**src/rtl/div_addsub_seq.sv**
```systemverilog
// div_addsub_seq: sequential unsigned divider, one quotient bit per clock using a
// non-restoring add/subtract recurrence on a (width+1)-bit partial remainder.
// Ports: clk_i, rst_i (sync, active-high); operands in_valid_i/in_ready_o with A, B;
// results out_valid_o/out_ready_i with Q (quotient), R (remainder), DZ (divide by zero).

module div_addsub_step #(
    parameter int W     = 9,
    parameter int SPEED = 2
) (
    input  logic [W-1:0] i_a,
    input  logic [W-1:0] i_b,
    input  logic         i_sub,
    output logic [W-1:0] o_s
);
    localparam int N = W + 1;
    localparam int L = $clog2(N);

    logic [W-1:0] w_bx;
    logic [W-1:0] w_hp;
    logic [N-1:0] w_c;

    assign w_bx = i_b ^ {W{i_sub}};
    assign w_hp = i_a ^ w_bx;

    // Prefix position 0 carries the carry-in; position k+1 is operand bit k.
    // After the tree, position k holds the carry into operand bit k.
    always_comb begin
        logic [N-1:0] g;
        logic [N-1:0] p;
        int           j;
        g = {(i_a & w_bx), i_sub};
        p = {w_hp, 1'b0};
        j = 0;
        if (SPEED == 0) begin
            for (int i = 1; i < N; i++) begin
                g[i] = g[i] | (p[i] & g[i-1]);
                p[i] = p[i] & p[i-1];
            end
        end else if (SPEED == 1) begin
            for (int l = 0; l < L; l++) begin
                for (int i = 0; i < N; i++) begin
                    if (((i + 1) % (2 << l)) == 0) begin
                        j    = i - (1 << l);
                        g[i] = g[i] | (p[i] & g[j]);
                        p[i] = p[i] & p[j];
                    end
                end
            end
            for (int l = L - 2; l >= 0; l--) begin
                for (int i = 0; i < N; i++) begin
                    if ((((i + 1) % (2 << l)) == (1 << l)) && (i >= (2 << l))) begin
                        j    = i - (1 << l);
                        g[i] = g[i] | (p[i] & g[j]);
                        p[i] = p[i] & p[j];
                    end
                end
            end
        end else begin
            for (int l = 0; l < L; l++) begin
                for (int i = 0; i < N; i++) begin
                    if (((i >> l) & 1) == 1) begin
                        j    = ((i >> l) << l) - 1;
                        g[i] = g[i] | (p[i] & g[j]);
                        p[i] = p[i] & p[j];
                    end
                end
            end
        end
        w_c = g;
    end

    assign o_s = w_hp ^ w_c[W-1:0];
endmodule

module div_addsub_seq #(
    parameter int width = 8,
    parameter int speed = 2
) (
    input  logic             clk_i,
    input  logic             rst_i,
    input  logic             in_valid_i,
    output logic             in_ready_o,
    input  logic [width-1:0] A,
    input  logic [width-1:0] B,
    output logic             out_valid_o,
    input  logic             out_ready_i,
    output logic [width-1:0] Q,
    output logic [width-1:0] R,
    output logic             DZ
);
    localparam int CW = $clog2(width);

    typedef enum logic [1:0] {
        S_IDLE,
        S_CALC,
        S_FIX,
        S_DONE
    } state_t;

    state_t           r_state;
    state_t           w_next;
    logic [CW-1:0]    r_cnt;
    logic [width-1:0] r_q;
    logic [width-1:0] r_b;
    logic [width-1:0] r_qo;
    logic [width-1:0] r_ro;
    logic             r_dz;
    logic [width:0]   r_p;
    logic [width:0]   w_add_a;
    logic [width:0]   w_sum;
    logic [width:0]   w_fix;
    logic             w_calc;
    logic             w_sub;

    // CALC feeds the shifted {P,Q}; FIX reuses the same step as a plain add.
    assign w_calc  = (r_state == S_CALC);
    assign w_add_a = w_calc ? {r_p[width-1:0], r_q[width-1]} : r_p;
    assign w_sub   = w_calc && !r_p[width];
    assign w_fix   = r_p[width] ? w_sum : r_p;

    div_addsub_step #(
        .W    (width + 1),
        .SPEED(speed)
    ) u_step (
        .i_a  (w_add_a),
        .i_b  ({1'b0, r_b}),
        .i_sub(w_sub),
        .o_s  (w_sum)
    );

    always_ff @(posedge clk_i) begin
        if (rst_i) begin
            r_state <= S_IDLE;
        end else begin
            r_state <= w_next;
        end
    end

    always_comb begin
        w_next      = r_state;
        in_ready_o  = 1'b0;
        out_valid_o = 1'b0;
        unique case (r_state)
            S_IDLE: begin
                in_ready_o = 1'b1;
                if (in_valid_i) begin
                    w_next = (B == '0) ? S_DONE : S_CALC;
                end
            end
            S_CALC: begin
                if (r_cnt == '0) begin
                    w_next = S_FIX;
                end
            end
            S_FIX: begin
                w_next = S_DONE;
            end
            S_DONE: begin
                out_valid_o = 1'b1;
                if (out_ready_i) begin
                    w_next = S_IDLE;
                end
            end
            default: begin
                w_next = S_IDLE;
            end
        endcase
    end

    always_ff @(posedge clk_i) begin
        if (rst_i) begin
            r_cnt <= '0;
            r_q   <= '0;
            r_b   <= '0;
            r_p   <= '0;
            r_qo  <= '0;
            r_ro  <= '0;
            r_dz  <= 1'b0;
        end else begin
            unique case (r_state)
                S_IDLE: begin
                    if (in_valid_i) begin
                        r_q   <= A;
                        r_b   <= B;
                        r_p   <= '0;
                        r_cnt <= CW'(width - 1);
                        if (B == '0) begin
                            r_qo <= '1;
                            r_ro <= A;
                            r_dz <= 1'b1;
                        end
                    end
                end
                S_CALC: begin
                    r_p   <= w_sum;
                    r_q   <= {r_q[width-2:0], ~w_sum[width]};
                    r_cnt <= r_cnt - 1'b1;
                end
                S_FIX: begin
                    r_p  <= w_fix;
                    r_qo <= r_q;
                    r_ro <= w_fix[width-1:0];
                    r_dz <= 1'b0;
                end
                default: begin
                end
            endcase
        end
    end

    assign Q  = r_qo;
    assign R  = r_ro;
    assign DZ = r_dz;
endmodule

```
**config.mk**
```make
export PLATFORM = sky130hd
export DESIGN_NAME = div_addsub_seq
export DESIGN_NICKNAME = d
export VERILOG_FILES = /design/src/rtl/div_addsub_seq.sv
export SDC_FILE = /design/constraint.sdc
export NUM_CORES = 1
export LEC_CHECK = 0
export ABC_AREA = 1
export CAP_MARGIN = 10
export CORE_ASPECT_RATIO = 1.4
export CORE_UTILIZATION = 55
export DETAILED_ROUTE_END_ITERATION = 12
export GPL_ROUTABILITY_DRIVEN = 0
export PLACE_DENSITY_LB_ADDON = 0.2
export SLEW_MARGIN = 0
export SYNTH_ARGS = -nofsm -noshare
export SYNTH_HDL_FRONTEND = slang
export SYNTH_HIERARCHICAL = 1
export SYNTH_SLANG_ARGS = --single-unit
```
**constraint.sdc**
```tcl
create_clock -name clk_i -period 4.5 [get_ports clk_i]
set_input_delay 1.125 -clock clk_i [delete_from_list [all_inputs] [get_ports clk_i]]
set_output_delay 1.125 -clock clk_i [all_outputs]
set_load 0.05 [all_outputs]
```
[Yosys cells after proc, flatten, opt, wreduce, memory -nomap -nowiden]
Cells that the tools add are included.
Storage, ports and cells
  register bits after elaboration: 47
  logic and storage cells: 89
Cells by class
  $add $sub $neg: 1
  eq/ne operators: 7
  multiplexer cells: 24
  bitwise logic cells: 36
  reductions and logical operators: 13
Operators with widths (number)
  8-bit one-hot mux with 2 select lines: 3
  8-bit 2-to-1 mux: 5
  9-bit 2-to-1 mux: 3
  9-bit one-hot mux with 3 select lines: 1
  1-bit bitwise AND: 18
  9-bit XOR: 2
  1-bit bitwise OR: 13
  8-bit by 9-bit XOR with 9-bit output: 1
  8-bit bitwise AND: 1
  8-bit logical NOT: 1
  2-bit 2-to-1 mux: 4
  2-bit one-hot mux with 4 select lines: 1
  2-bit != test, second input constant: 3
  3-bit one-hot mux with 2 select lines: 1
  2-bit AND reduction: 3
  3-bit AND reduction: 2
  2-bit equality test, second input constant: 2
  1-bit 2-to-1 mux: 4
  2-bit nonzero test: 2
  3-bit logical NOT: 1
  3-bit 2-to-1 mux: 1
  3-bit nonzero test: 1
  3-bit by 1-bit subtractor with 3-bit output, second input constant: 1
  2-bit by 1-bit equality test with 1-bit output, second input constant: 1
  6 further kinds: 6

[Depth between registers and ports, before layout]
Gate-level depths: netlist of the first run.
  depth after elaboration: 15
  depth in mapped cells: 24

[Modules after synthesis]
The synthesis of the first run kept the hierarchy.
Modules (own cells, without submodules)
  div_addsub_seq: instances 1, cells an instance 376, area each 2512.4 µm²
  div_addsub_step: instances 1, cells an instance 64, area each 436.7 µm²

[Least setup slack after synthesis of the first run]
No wires, ideal clock.
  path type: reg-to-reg
  start point: register r_state[1]
  end point: register r_p[8]
  library setup time: 70 ps
  arrival: 3146 ps
  path slack: 1284 ps
  cell stages (with the launch flop): 22
  buffers on the path: 3
  path through: dfxtp_1 -> inv_1 -> ha_1 -> buf_4 -> inv_2 -> clkbuf_1 -> nor2_1 -> buf_6 -> xor2_1 -> ha_1 -> nand2_1 -> inv_1 -> nand3_2 -> nand2_2 -> a21oi_1 -> fa_1 -> xnor2_1 -> xnor2_1 -> inv_1 -> o21ai_0 -> nand2_1 -> a21oi_1
Between the ends
  longest elaborated chain between the ends: 15
RTL lines
  from (decl): line 100  | state_t r_state;
  from (signal assigned): line 135  | r_state <= w_next;
  2-bit by 1-bit equality test with 1-bit output *: line 116  | assign w_calc = (r_state == S_CALC);
  1-bit logical AND *: line 118  | assign w_sub = w_calc && !r_p[width];
  via w_sub: line 113  | logic w_sub;
  8-bit by 9-bit XOR with 9-bit output: line 22  | assign w_bx = i_b ^ {W{i_sub}};
  9-bit XOR: line 23  | assign w_hp = i_a ^ w_bx;
  1-bit bitwise AND: line 63  | g[i] = g[i] | (p[i] & g[j]);
  1-bit bitwise OR: line 63
  1-bit bitwise AND: line 63
  1-bit bitwise OR: line 63
  1-bit bitwise AND: line 63
  1-bit bitwise OR: line 63
  1-bit bitwise AND: line 63
  1-bit bitwise OR: line 63
  9-bit XOR *: line 72  | assign o_s = w_hp ^ w_c[W-1:0];
  via w_sum[8]: line 110  | logic [width:0] w_sum;
  9-bit 2-to-1 mux: line 119  | assign w_fix = r_p[width] ? w_sum : r_p;
  9-bit one-hot mux with 3 select lines *: line 180  | unique case (r_state)
  to (signal assigned): line 195  | r_p <= w_sum;
  to (signal assigned): line 200  | r_p <= w_fix;
  to (decl): line 108  | logic [width:0] r_p;
The timed path passes the listed nets; every way through them passes the cells marked *.
A chain may end at the register's enable or synchronous reset.

[Worst setup path in the final report of the first run]
  start point: register r_state[1]
  end point: register r_p[4]
Between the ends
  longest elaborated chain between the ends: 13
RTL lines (line)
  2-bit by 1-bit equality test with 1-bit output *: 116
  1-bit logical AND *: 118
  via w_sub: 113
  8-bit by 9-bit XOR with 9-bit output: 22
  9-bit XOR: 23
  1-bit bitwise AND: 63
  1-bit bitwise OR: 63
  1-bit bitwise AND: 63
  1-bit bitwise OR: 63
  1-bit bitwise AND: 63
  1-bit bitwise OR: 63
  9-bit XOR *: 72
  via w_sum[4]: 110
  9-bit 2-to-1 mux: 119
  9-bit one-hot mux with 3 select lines *: 180
Marked as above.

==> results of run 1 <==
## worst min-delay path: stages (launching register included)
cell	delay, ns
dfxtp_1	0.32
inv_1	0.06
a21oi_1	0.06
## cell families (layout without fill, tap and decap cells)
logic type	count (synthesis)	count (layout)	synth area share
DFF	47	47	0.319
xor gates and xnor gates	12	12	0.0356
AOI/OAI and AO/OA	96	96	0.174
other	1	1	0.00127
buffers and inverters	83	110	0.121
adders and majority gates	16	16	0.0755
and+or+nand+nor	185	185	0.274
## stage by stage
stage,utilization,instance area (sq um)
floorplan,-,2950
global route,0.663,3420
CTS,0.663,3420
detailed placement,0.641,3310
global placement,0.641,3310
finish,0.663,3420
## final cells by class
cell class                 instances  area, sq um
clock buffer                       5         68.8
tap                               66         82.6
multi-input combinational        310         1650
timing repair buffer              41          403
fill                             483         1740
inverter                          61          229
sequential                        47          941
clock inverter                     3         43.8
## how the worst max path moves through the flow
| stage | startpoint | to | slack [ns] |
|---|---|---|---|
| after floorplan | r_state[1] | r_p[8] | 1.28 |
| after global placement | r_state[1] | r_p[8] | 1.0 |
| after detailed placement | r_state[1] | r_p[8] | 0.91 |
| after CTS | r_state[1] | r_p[8] | 0.88 |
| after global routing | r_state[1] | r_p[8] | 0.48 |
| final | r_state[1] | r_p[4] | 0.87 |
## sequential cells by signal (all words and copies together) (netlist names)
signal,flops
r_q,8
Q,8
R,8
DZ,1
r_state,2
r_p,9
r_cnt,3
r_b,8
## per-layer routing
| layer | vias to the layer above | track usage |
|---|---|---|
| met5 | - | 0 |
| met1 | 1248 | 0.280 |
| met3 | 10 | 0.0374 |
| li1 | 1438 | - |
| met2 | 65 | 0.458 |
| met4 | 0 | 0.126 |
## layout by cell type, fill, tap and decap left out, types with 2 or more instances in the layout
| cell type | n |
|---|---|
| nand3_1 | 12 |
| inv_1 | 54 |
| nand3b_1 | 15 |
| nand2_2 | 3 |
| clkbuf_8 | 5 |
| clkdlybuf4s50_1 | 38 |
| a31oi_1 | 2 |
| dfxtp_1 | 47 |
| o21ai_0 | 48 |
| fa_1 | 3 |
| nand2_1 | 100 |
| ha_1 | 13 |
| a21oi_1 | 37 |
| o21a_1 | 2 |
| nor2_1 | 46 |
| clkinv_1 | 2 |
| nor2_2 | 3 |
| xor2_1 | 6 |
| xnor2_1 | 6 |
| nand3_2 | 2 |
| o21ai_1 | 2 |
| buf_4 | 3 |
| inv_2 | 5 |
## where the power goes
group	internal, mW	total [mW]	switching, mW
Clock	0.166	0.317	0.151
Combinational	0.403	1.18	0.774
Sequential	0.522	0.585	0.0625
Total	1.09	2.08	0.988
==> metrics.md, run 1 <==
| Metric | Value |
|---|---|
| Cell family with most CP delay | simple AND/OR/NAND/NOR gates |
| CP startpoint kind | flip-flop |
| Post-DP HPWL | 4.81 mm |
| Share of the synthesized area in the top cell type | 0.319 |
| Synth warnings | 6 |
| EDFF count, synth | 0 |
| # resized after CTS | 0 |
| Die Y | 88.6 um |
| Hold path cells | 2 |
| Max cap viols | 0 |
| DRC Markers | 0 |
| Maximum clock rate | 276 MHz |
| WHS | 0.478 ns |
| Synthesized cell area | 2950 sq um |
| WL met2 | 3.36 mm |
| Final slew viol count | 0 |
| Hold WC Path Type | flip-flop to flip-flop |
| Reg2reg start | r_state[1] |
| CTS Buf Count | 5 |
| Vias in the first global route | 2,561 |
| P_leak | 1.51 nW |
| GRT Resource Usage Total | 0.250 |
| FF-to-FF End | r_p[4] |
| Synth Instances | 440 |
| Critical Path AT | 3.85 ns |
| DR vias | 2,761 |
| Ys async rst share | 0 |
| Slew HR | 0.349 |
| Antenna fix cells | 0 |
| Fin cells | 533 |
| Worst-Margin Slew | 0.974 ns |
| Share of post-route cells with drive strength above 1 | 0.0642 |
| Crit path buffers/inverters | 5 |
| Starting density of the core | 0.572 |
| Metal-1 WL | 2.82 mm |
| Fin. Hold Viols | 0 |
| Drt first pass iters | 4 |
| Worst path max stage delay | 0.68 ns |
| Cell Pwr Density | 608 nW/um^2 |
| Root buffer selected by CTS | clkbuf_8 |
| CTS tree | built |
| CTS sink cnt | 47 |
| Syn-to-layout area delta | 16.0% |
| CP Cell Sequence | inv_1 -> ha_1 -> inv_2 -> nor2_1 -> xor2_1 -> ha_1 -> nand2_1 -> inv_1 -> nand3_2 -> nand2_2 -> inv_1 -> fa_1 -> xnor2_1 -> inv_1 -> nand2_1 -> nand3_1 -> o21ai_0 -> nand2_1 -> a21oi_1 |
| Pin count of the biggest net entering global routing | 37 |
| Cell count of the worst reg-to-reg path | 19 |
| CP max stage cell | nor2_1 |
| Tot Pwr | 2.08 mW |
| Count leader, synth | nand2_1 |
| Setup ws final | 0.875 ns |
| Synth Register Bits | 47 |
| Most used cell, CP | inv_1 |
| Core outline area | 5160 sq um |
| Final ANT Viol Nets | 0 |
| Setup bufs post-CTS | 0 |
| 1st-iter DRT viols | 186 |
| Sum Neg Setup Slack | 0 ns |
| Die span in x | 63.9 um |
| Clock buffer depth | 2 |
| CTS clk-pin slew, worst paths | 0.09 ns |
| Critical-path maximum fanout | 15 |
| Vias/cell | 5.18 |
| Placed cells | 525 |
| # hold bufs at CTS | 0 |
| Seq/Total Area, Yosys | 0.319 |
| WP depth | 19 |
| Routed wl met3 | 221 um |
| Critical path endpoint category | flip-flop |
| Remaining global-route overflow | 0 |
| Commonest cells in the netlist | 100 x nand2_1, 54 x inv_1, 48 x o21ai_0, 47 x dfxtp_1, 46 x nor2_1 |
| First-pass GRT wire length | 11.1 mm |
| Hold Path End | r_q[3] |
| Library cells used by synthesis | 34 |
| DR WL/cell | 12.3 um |
| Status | finished, final reports clean |
| Mapped Nets | 476 |
| Clock Skew | 0.00468 ns |
| # setup viols final | 0 |
| RSZ-0062 raised after global routing | no |
| Max IR drop VDD | 0.378 mV |
| Ys flop type | dfxtp_1 |
| Req. time, crit path | 4.73 ns |
| Hold Startpoint | r_q[3] |
| CP Class | flip-flop to flip-flop |
| Mean post-synth cell area | 6.70 sq um |
| Pre-CTS setup slack | 0.909 ns |
| # H-tree levels | 2 |
| Antenna violations before repair | 0 |
| Final min period | 3.63 ns |
| Nets@finish | 502 |
| Insertion delay to the later sink of the worst-skew pair | 0.30 ns |
| Yosys top cell by area | dfxtp_1 |
| R2R setup slack | 0.87 ns |
| Row Count | 31 |
| Max layer used | met4 |
| IO Count | 39 |
| Port bufs | 38 |
| Drt total wl | 6.55 mm |
| Final period utilization | 0.806 |
| Die area | 5660 sq um |
| Synth area leaders | dfxtp_1 32%, nand2_1 13%, o21ai_0 8.1% |
No activity file was read; power rests on OpenSTA's default activity.
==> run 2, diff against run 1 <==
==> constraint.sdc (replaced) <==
create_clock -name clk_i -period 3.7 [get_ports clk_i]
set_input_delay 0.925 -clock clk_i [delete_from_list [all_inputs] [get_ports clk_i]]
set_output_delay 0.925 -clock clk_i [all_outputs]
set_load 0.05 [all_outputs]
==> run 2 against run 1 <==
Register-to-register slack lost 0.45 ns; routed wire length grew 0.61%; sequential share of layout area shrank 0.20 points; via count is essentially flat; core utilization grew 0.49 points; largest cell class unchanged; combinational power grew 23%.
==> metrics.md, run 2 (same netlist as run 1, synthesis figures left out) <==
| Metric | Value |
|---|---|
| Insertion delay to the later sink of the worst-skew pair | 0.31 ns (about the same) |
| Req. time, crit path | 3.94 ns (-0.79 ns) |
| Die Y | 88.6 um (unchanged) |
| Drt total wl | 6.59 mm (+0.61%) |
| Cell Pwr Density | 741 nW/um^2 (+22%) |
| Row Count | 31 (unchanged) |
| Final ANT Viol Nets | 0 (unchanged) |
| Most frequent cells in the layout | 100 x nand2_1, 54 x inv_1, 48 x o21ai_0 |
| Commonest non-fill, non-tap cell in the layout | nand2_1 |
| WHS | 0.475 ns (-0.00281 ns) |
| Share of post-route cells with drive strength above 1 | 0.0702 (+0.00597) |
| Core outline area | 5160 sq um (unchanged) |
| Post-layout util | 0.668 (+0.00485) |
| Root buffer selected by CTS | clkbuf_8 |
| Internal power | 1.34 mW (+23%) |
| GRT Resource Usage Total | 0.251 (+0.000681) |
| Placed cells | 528 (+0.57%) |
| CP startpoint kind | flip-flop |
| Fin. Hold Viols | 0 (unchanged) |
| Max FFs per register | 9 (unchanged) |
| Max cap viols | 0 (unchanged) |
| Worst-Margin Slew | 0.966 ns (-0.00820 ns) |
| Antenna violations before repair | 0 (unchanged) |
| 1st-iter DRT viols | 168 (-9.7%) |
| Die span in x | 63.9 um (unchanged) |
| Clock Skew | 0.0102 ns (+0.00555 ns) |
| # H-tree levels | 2 (unchanged) |
| Switch Pwr | 1.22 mW (+23%) |
| CP Class | flip-flop to flip-flop |
| CTS Buf Count | 5 (unchanged) |
| Post-DP HPWL | 4.90 mm (+1.8%) |
| Vias/cell | 5.15 (-0.63%) |
| Critical-path maximum fanout | 15 (unchanged) |
| RSZ-0062 raised after global routing | no |
| Drt first pass iters | 4 (unchanged) |
| Hold WC Path Type | flip-flop to flip-flop |
| Sum Neg Setup Slack | 0 ns (unchanged) |
| Clock buffer depth | 2 (unchanged) |
| Final slew viol count | 0 (unchanged) |
| Status | finished, final reports clean |
| Final min period | 3.27 ns (-0.350 ns) |
| Critical path endpoint category | flip-flop |
| Part of the power in registers | 0.276 (-0.005) |
| Top reg by flops | r_p |
| Fin cells | 536 (+0.56%) |
| CTS sink cnt | 47 (unchanged) |
| Vias in the first global route | 2,556 (-0.20%) |
| Pin count of the biggest net entering global routing | 35 (-5.4%) |
| Antenna fix cells | 0 (unchanged) |
| Die area | 5660 sq um (unchanged) |
| CTS tree | built |
| P_leak | 1.52 nW (+0.76%) |
| Starting density of the core | 0.572 (unchanged) |
| Critical Path AT | 3.51 ns (-0.34 ns) |
| Sw Ratio | 0.476 (+0.00114) |
| Max IR drop VDD | 0.454 mV (+20%) |
| DR vias | 2,759 (-0.072%) |
| Remaining global-route overflow | 0 (unchanged) |
| First-pass GRT wire length | 11.1 mm (+0.43%) |
| Combinational power share | 0.569 (+0.003) |
| Maximum clock rate | 305 MHz (+11%) |
| # hold bufs at CTS | 0 (unchanged) |
| Setup bufs post-CTS | 0 (unchanged) |
| Final period utilization | 0.885 (+0.0795) |
| # setup viols final | 0 (unchanged) |
| Nets@finish | 505 (+0.60%) |
| Clock power share | 0.155 (+0.003) |
| Port bufs | 38 (unchanged) |
| Slew HR | 0.355 (+0.00548) |
| Syn-to-layout area delta | 16.8% |
| # resized after CTS | 0 (unchanged) |
| DRC Markers | 0 (unchanged) |
| CTS clk-pin slew, worst paths | 0.09 ns (about the same) |
| IO Count | 39 (unchanged) |
| DR WL/cell | 12.3 um (about the same) |
==> run 2: cell types whose count changed in the layout (fill, tap and decap cells not counted), sizes merged <==
| cell | previous run | this run |
|---|---|---|
| buf | 3 | 6 |
| clkinv | 4 | 2 |
| clkinvlp | 0 | 1 |
| inv | 59 | 60 |
==> run 2: routing by layer <==
metal / up-vias / GRT usage / wire length (um)
li1: 1445 / - / -
met1: 1251 / 0.285 / 2870
met2: 49 / 0.460 / 3390
met3: 14 / 0.0348 / 146
met4: 0 / 0.120 / 195
met5: - / 0 / 0
==> run 2: critical path, cell delays in order, from the launching register on <==
cell and delay, ns:
dfxtp_1 0.36, inv_1 0.09, ha_1 0.21, inv_2 0.19, nor2_1 0.07, buf_4 0.19
xnor2_1 0.27, inv_1 0.09, ha_1 0.28, nand2_1 0.09, nor2_1 0.10, a21oi_1 0.09
fa_1 0.41, xnor2_1 0.17, xnor2_1 0.16, inv_1 0.08, o21ai_0 0.15, nand2_1 0.06
a21oi_1 0.14
==> run 2: worst paths after layout <==
| path | from | to | depth (start not counted) | slack (ns) |
|---|---|---|---|---|
| hold reg to reg | r_q[6] | r_q[6] | 2 | 0.47 |
| hold / removal | r_q[6] | r_q[6] | 2 | 0.47 |
| setup / recovery | r_state[1] | r_p[8] | 18 | 0.43 |
| setup reg to reg | r_state[1] | r_p[8] | 18 | 0.43 |
==> run 2: final cells by class <==
cell class	count	area (sq um)
clock buffers	5	68.8
clock inverters	3	46.3
fillers	463	1710
inverters	61	229
multi-input cells	310	1650
flip-flops and latches	47	941
well taps	66	82.6
repair buffers	44	425
==> run 2: power groups by stage <==
stage | Combinational, mW | Clock (mW) | Sequential [mW]
6_report | 1.45 | 0.395 | 0.705
5_1_grt | 1.65 | 0.423 | 0.719
4_1_cts | 1.46 | 0.399 | 0.705
3_5_place_dp | 1.45 | 0 | 0.716
3_3_place_gp | 1.41 | 0 | 0.713
2_1_floorplan | 1.04 | 0 | 0.827
==> run 2: stage by stage <==
stage / area (sq um) / worst slack, ns / power, mW
finish: 3440 / 0.425 / 2.55
global placement: 3330 / 0.574 / 2.12
CTS: 3440 / 0.413 / 2.56
global route: 3440 / 0.112 / 2.79
detailed placement: 3330 / 0.492 / 2.16
floorplan: 2950 / 0.484 / 1.87
==> run 3, diff against run 2 <==
--- a/config.mk
+++ b/config.mk
@@ -6,12 +6,11 @@
 export NUM_CORES = 1
 export LEC_CHECK = 0
 export ABC_AREA = 1
-export CAP_MARGIN = 10
 export CORE_ASPECT_RATIO = 1.4
 export CORE_UTILIZATION = 55
 export DETAILED_ROUTE_END_ITERATION = 12
 export GPL_ROUTABILITY_DRIVEN = 0
-export PLACE_DENSITY_LB_ADDON = 0.2
+export PLACE_DENSITY = 0.85
 export SLEW_MARGIN = 0
 export SYNTH_ARGS = -nofsm -noshare
 export SYNTH_HDL_FRONTEND = slang
==> run 3 against run 2 <==
First-iteration DRC count grew 65%; clock power decreased by 2%; global-route usage grew 0.23 points; setup slack gained 0.13 ns; via count is 2.2% higher; combinational power about the same; clock skew shrank 0.0020 ns; fmax increased by 4.2%; die area stayed put; routed wire length increased by 0.21%; register-to-register slack improved by 0.13 ns; non-clock buffer count rose by 2; critical endpoint unchanged.
==> metrics.md, run 3 (same netlist as run 1, synthesis figures left out) <==
| Metric | Value |
|---|---|
| Remaining global-route overflow | 0 (unchanged) |
| Share of post-route cells with drive strength above 1 | 0.0742 (+0.00394) |
| CTS tree | built |
| Nets@finish | 507 (+0.40%) |
| # H-tree levels | 2 (unchanged) |
| Drt total wl | 6.61 mm (+0.21%) |
| Pre-CTS setup slack | 0.609 ns (+0.117 ns) |
| DRC Markers | 0 (unchanged) |
| Port bufs | 38 (unchanged) |
| DR vias | 2,821 (+2.2%) |
| Max FFs per register | 9 (unchanged) |
| Vias in the first global route | 2,564 (+0.31%) |
| CP startpoint kind | flip-flop |
| # hold bufs at CTS | 0 (unchanged) |
| Top reg by flops | r_p |
| CP max stage cell | fa_1 |
| Worst path max stage delay | 0.41 ns (about the same) |
| Status | finished, final reports clean |
| First-pass GRT wire length | 11.2 mm (+0.81%) |
| Reg2reg start | r_state[1] |
| Critical-path maximum fanout | 34 (+19) |
| Crit path buffers/inverters | 4 (-1) |
| Max IR drop VDD | 0.430 mV (-5.5%) |
| Hold WC Path Type | flip-flop to flip-flop |
| Critical path endpoint category | flip-flop |
| Maximum clock rate | 318 MHz (+4.2%) |
| Root buffer selected by CTS | clkbuf_8 |
| Worst-Margin Slew | 0.500 ns (-0.465 ns) |
| Req. time, crit path | 3.93 ns (about the same) |
| Cell count of the worst reg-to-reg path | 17 (-1) |
| Starting density of the core | 0.572 (unchanged) |
| Antenna fix cells | 0 (unchanged) |
| IO Count | 39 (unchanged) |
| Fin. Hold Viols | 0 (unchanged) |
| Core outline area | 5160 sq um (unchanged) |
| Slew HR | 0.665 (+0.311) |
| Cell family with most CP delay | adder cells |
| Hold path cells | 2 (unchanged) |
| P_leak | 1.53 nW (+0.79%) |
| Commonest non-fill, non-tap cell in the layout | nand2_1 |
| CP Cell Sequence | inv_1 -> ha_1 -> buf_4 -> o21ai_0 -> ha_1 -> nand2_1 -> inv_1 -> nand3_2 -> nand2_2 -> a21oi_1 -> fa_1 -> xnor2_1 -> xnor2_1 -> inv_1 -> o21ai_0 -> nand2_1 -> a21oi_1 |
| GRT Resource Usage Total | 0.253 (+0.00231) |
| Critical Path AT | 3.37 ns (-0.14 ns) |
| Row Count | 31 (unchanged) |
| # setup viols final | 0 (unchanged) |
| WP depth | 17 (-1) |
| Cell Pwr Density | 743 nW/um^2 (+0.28%) |
| Hold Path End | r_q[1] |
| Vias/cell | 5.24 (+1.9%) |
| Max cap viols | 0 (unchanged) |
| Die span in x | 63.9 um (unchanged) |
| Setup bufs post-CTS | 0 (unchanged) |
| CTS Buf Count | 5 (unchanged) |
| CP Class | flip-flop to flip-flop |
| Final ANT Viol Nets | 0 (unchanged) |
| DR WL/cell | 12.3 um (-0.16%) |
| 1st-iter DRT viols | 278 (+65%) |
| R2R setup slack | 0.56 ns (+0.13 ns) |
| Clock Skew | 0.00819 ns (-0.00205 ns) |
| RSZ-0062 raised after global routing | no |
| Insertion delay to the later sink of the worst-skew pair | 0.31 ns (about the same) |
| Final period utilization | 0.849 (-0.0360) |
| Clock buffer depth | 2 (unchanged) |
| # resized after CTS | 0 (unchanged) |
| Setup ws final | 0.558 ns (+0.133 ns) |
| CTS clk-pin slew, worst paths | 0.10 ns (about the same) |
| Most frequent cells in the layout | 100 x nand2_1, 54 x inv_1, 48 x o21ai_0 |
| Final min period | 3.14 ns (-0.133 ns) |
| Post-DP HPWL | 4.81 mm (-2.0%) |
| CTS sink cnt | 47 (unchanged) |
| Antenna violations before repair | 0 (unchanged) |
| Sum Neg Setup Slack | 0 ns (unchanged) |
| Hold Startpoint | r_q[1] |
| Drt first pass iters | 4 (unchanged) |
| Pin count of the biggest net entering global routing | 37 (+5.7%) |
| Most used cell, CP | inv_1 |
| Final slew viol count | 0 (unchanged) |
| Die area | 5660 sq um (unchanged) |
| Die Y | 88.6 um (unchanged) |
| Syn-to-layout area delta | 17.2% |
| FF-to-FF End | r_p[8] |
## run 3: cell count changes in the layout (fill, tap and decap cells not counted)
cell / before / now
clkinv_2: 0 / 1
clkinvlp_4: 1 / 0
inv_6: 1 / 0
buf_4: 6 / 8
clkinv_4: 0 / 1
## run 3: where the power goes
part / internal (mW) / switching [mW] / total (mW)
clock network: 0.201 / 0.186 / 0.387
registers: 0.635 / 0.0704 / 0.706
logic: 0.509 / 0.967 / 1.48
## run 3: cell type report
| class | count | area, sq um |
|---|---|---|
| Fill cell | 452 | 1700 |
| Multi-Input combinational cell | 310 | 1650 |
| Sequential cell | 47 | 941 |
| Timing Repair Buffer | 46 | 440 |
| Inverter | 61 | 229 |
| Tap cell | 66 | 82.6 |
| Clock buffer | 5 | 68.8 |
| Clock inverter | 3 | 43.8 |
## run 3: worst max path at each step
stage                         to  slack (ns)       start
after global placement    r_p[8]        0.73  r_state[1]
after floorplan           r_p[8]        0.48  r_state[1]
final                     r_p[8]        0.56  r_state[1]
after CTS                 r_p[8]        0.56  r_state[1]
after global routing      r_p[8]        0.19  r_state[1]
after detailed placement  r_p[8]        0.61  r_state[1]
## run 3: routing by layer
metal	global-route usage	vias to the layer above	wire [um]	share of wire
met2	0.479	84	3530	0.53
met5	0	-	0	0
met3	0.0399	14	306	0.046
li1	-	1444	-	-
met4	0.112	0	148	0.022
met1	0.276	1279	2630	0.40
## run 3: through the flow
step / utilization / instance area (sq um) / hold slack (ns) / power (mW) / std cells
floorplan: - / 2950 / 0.444 / 1.87 / 440
global placement: 0.648 / 3340 / 0.459 / 2.13 / 530
detailed placement: 0.648 / 3340 / 0.465 / 2.18 / 530
CTS: 0.670 / 3460 / 0.479 / 2.58 / 538
global route: 0.670 / 3460 / 0.517 / 2.79 / 538
finish: 0.670 / 3460 / 0.479 / 2.57 / 538
## run 3: worst register-to-register path: cells and delay by family, from the launching register on
family	cells	cell delay (ns)
flip-flops	1	0.33
XOR/XNOR	2	0.33
buffers and inverters	4	0.55
AND/OR/NAND/NOR	4	0.27
adder cells (fa/ha/maj)	3	0.93
AO/OA/AOI/OAI	4	0.63
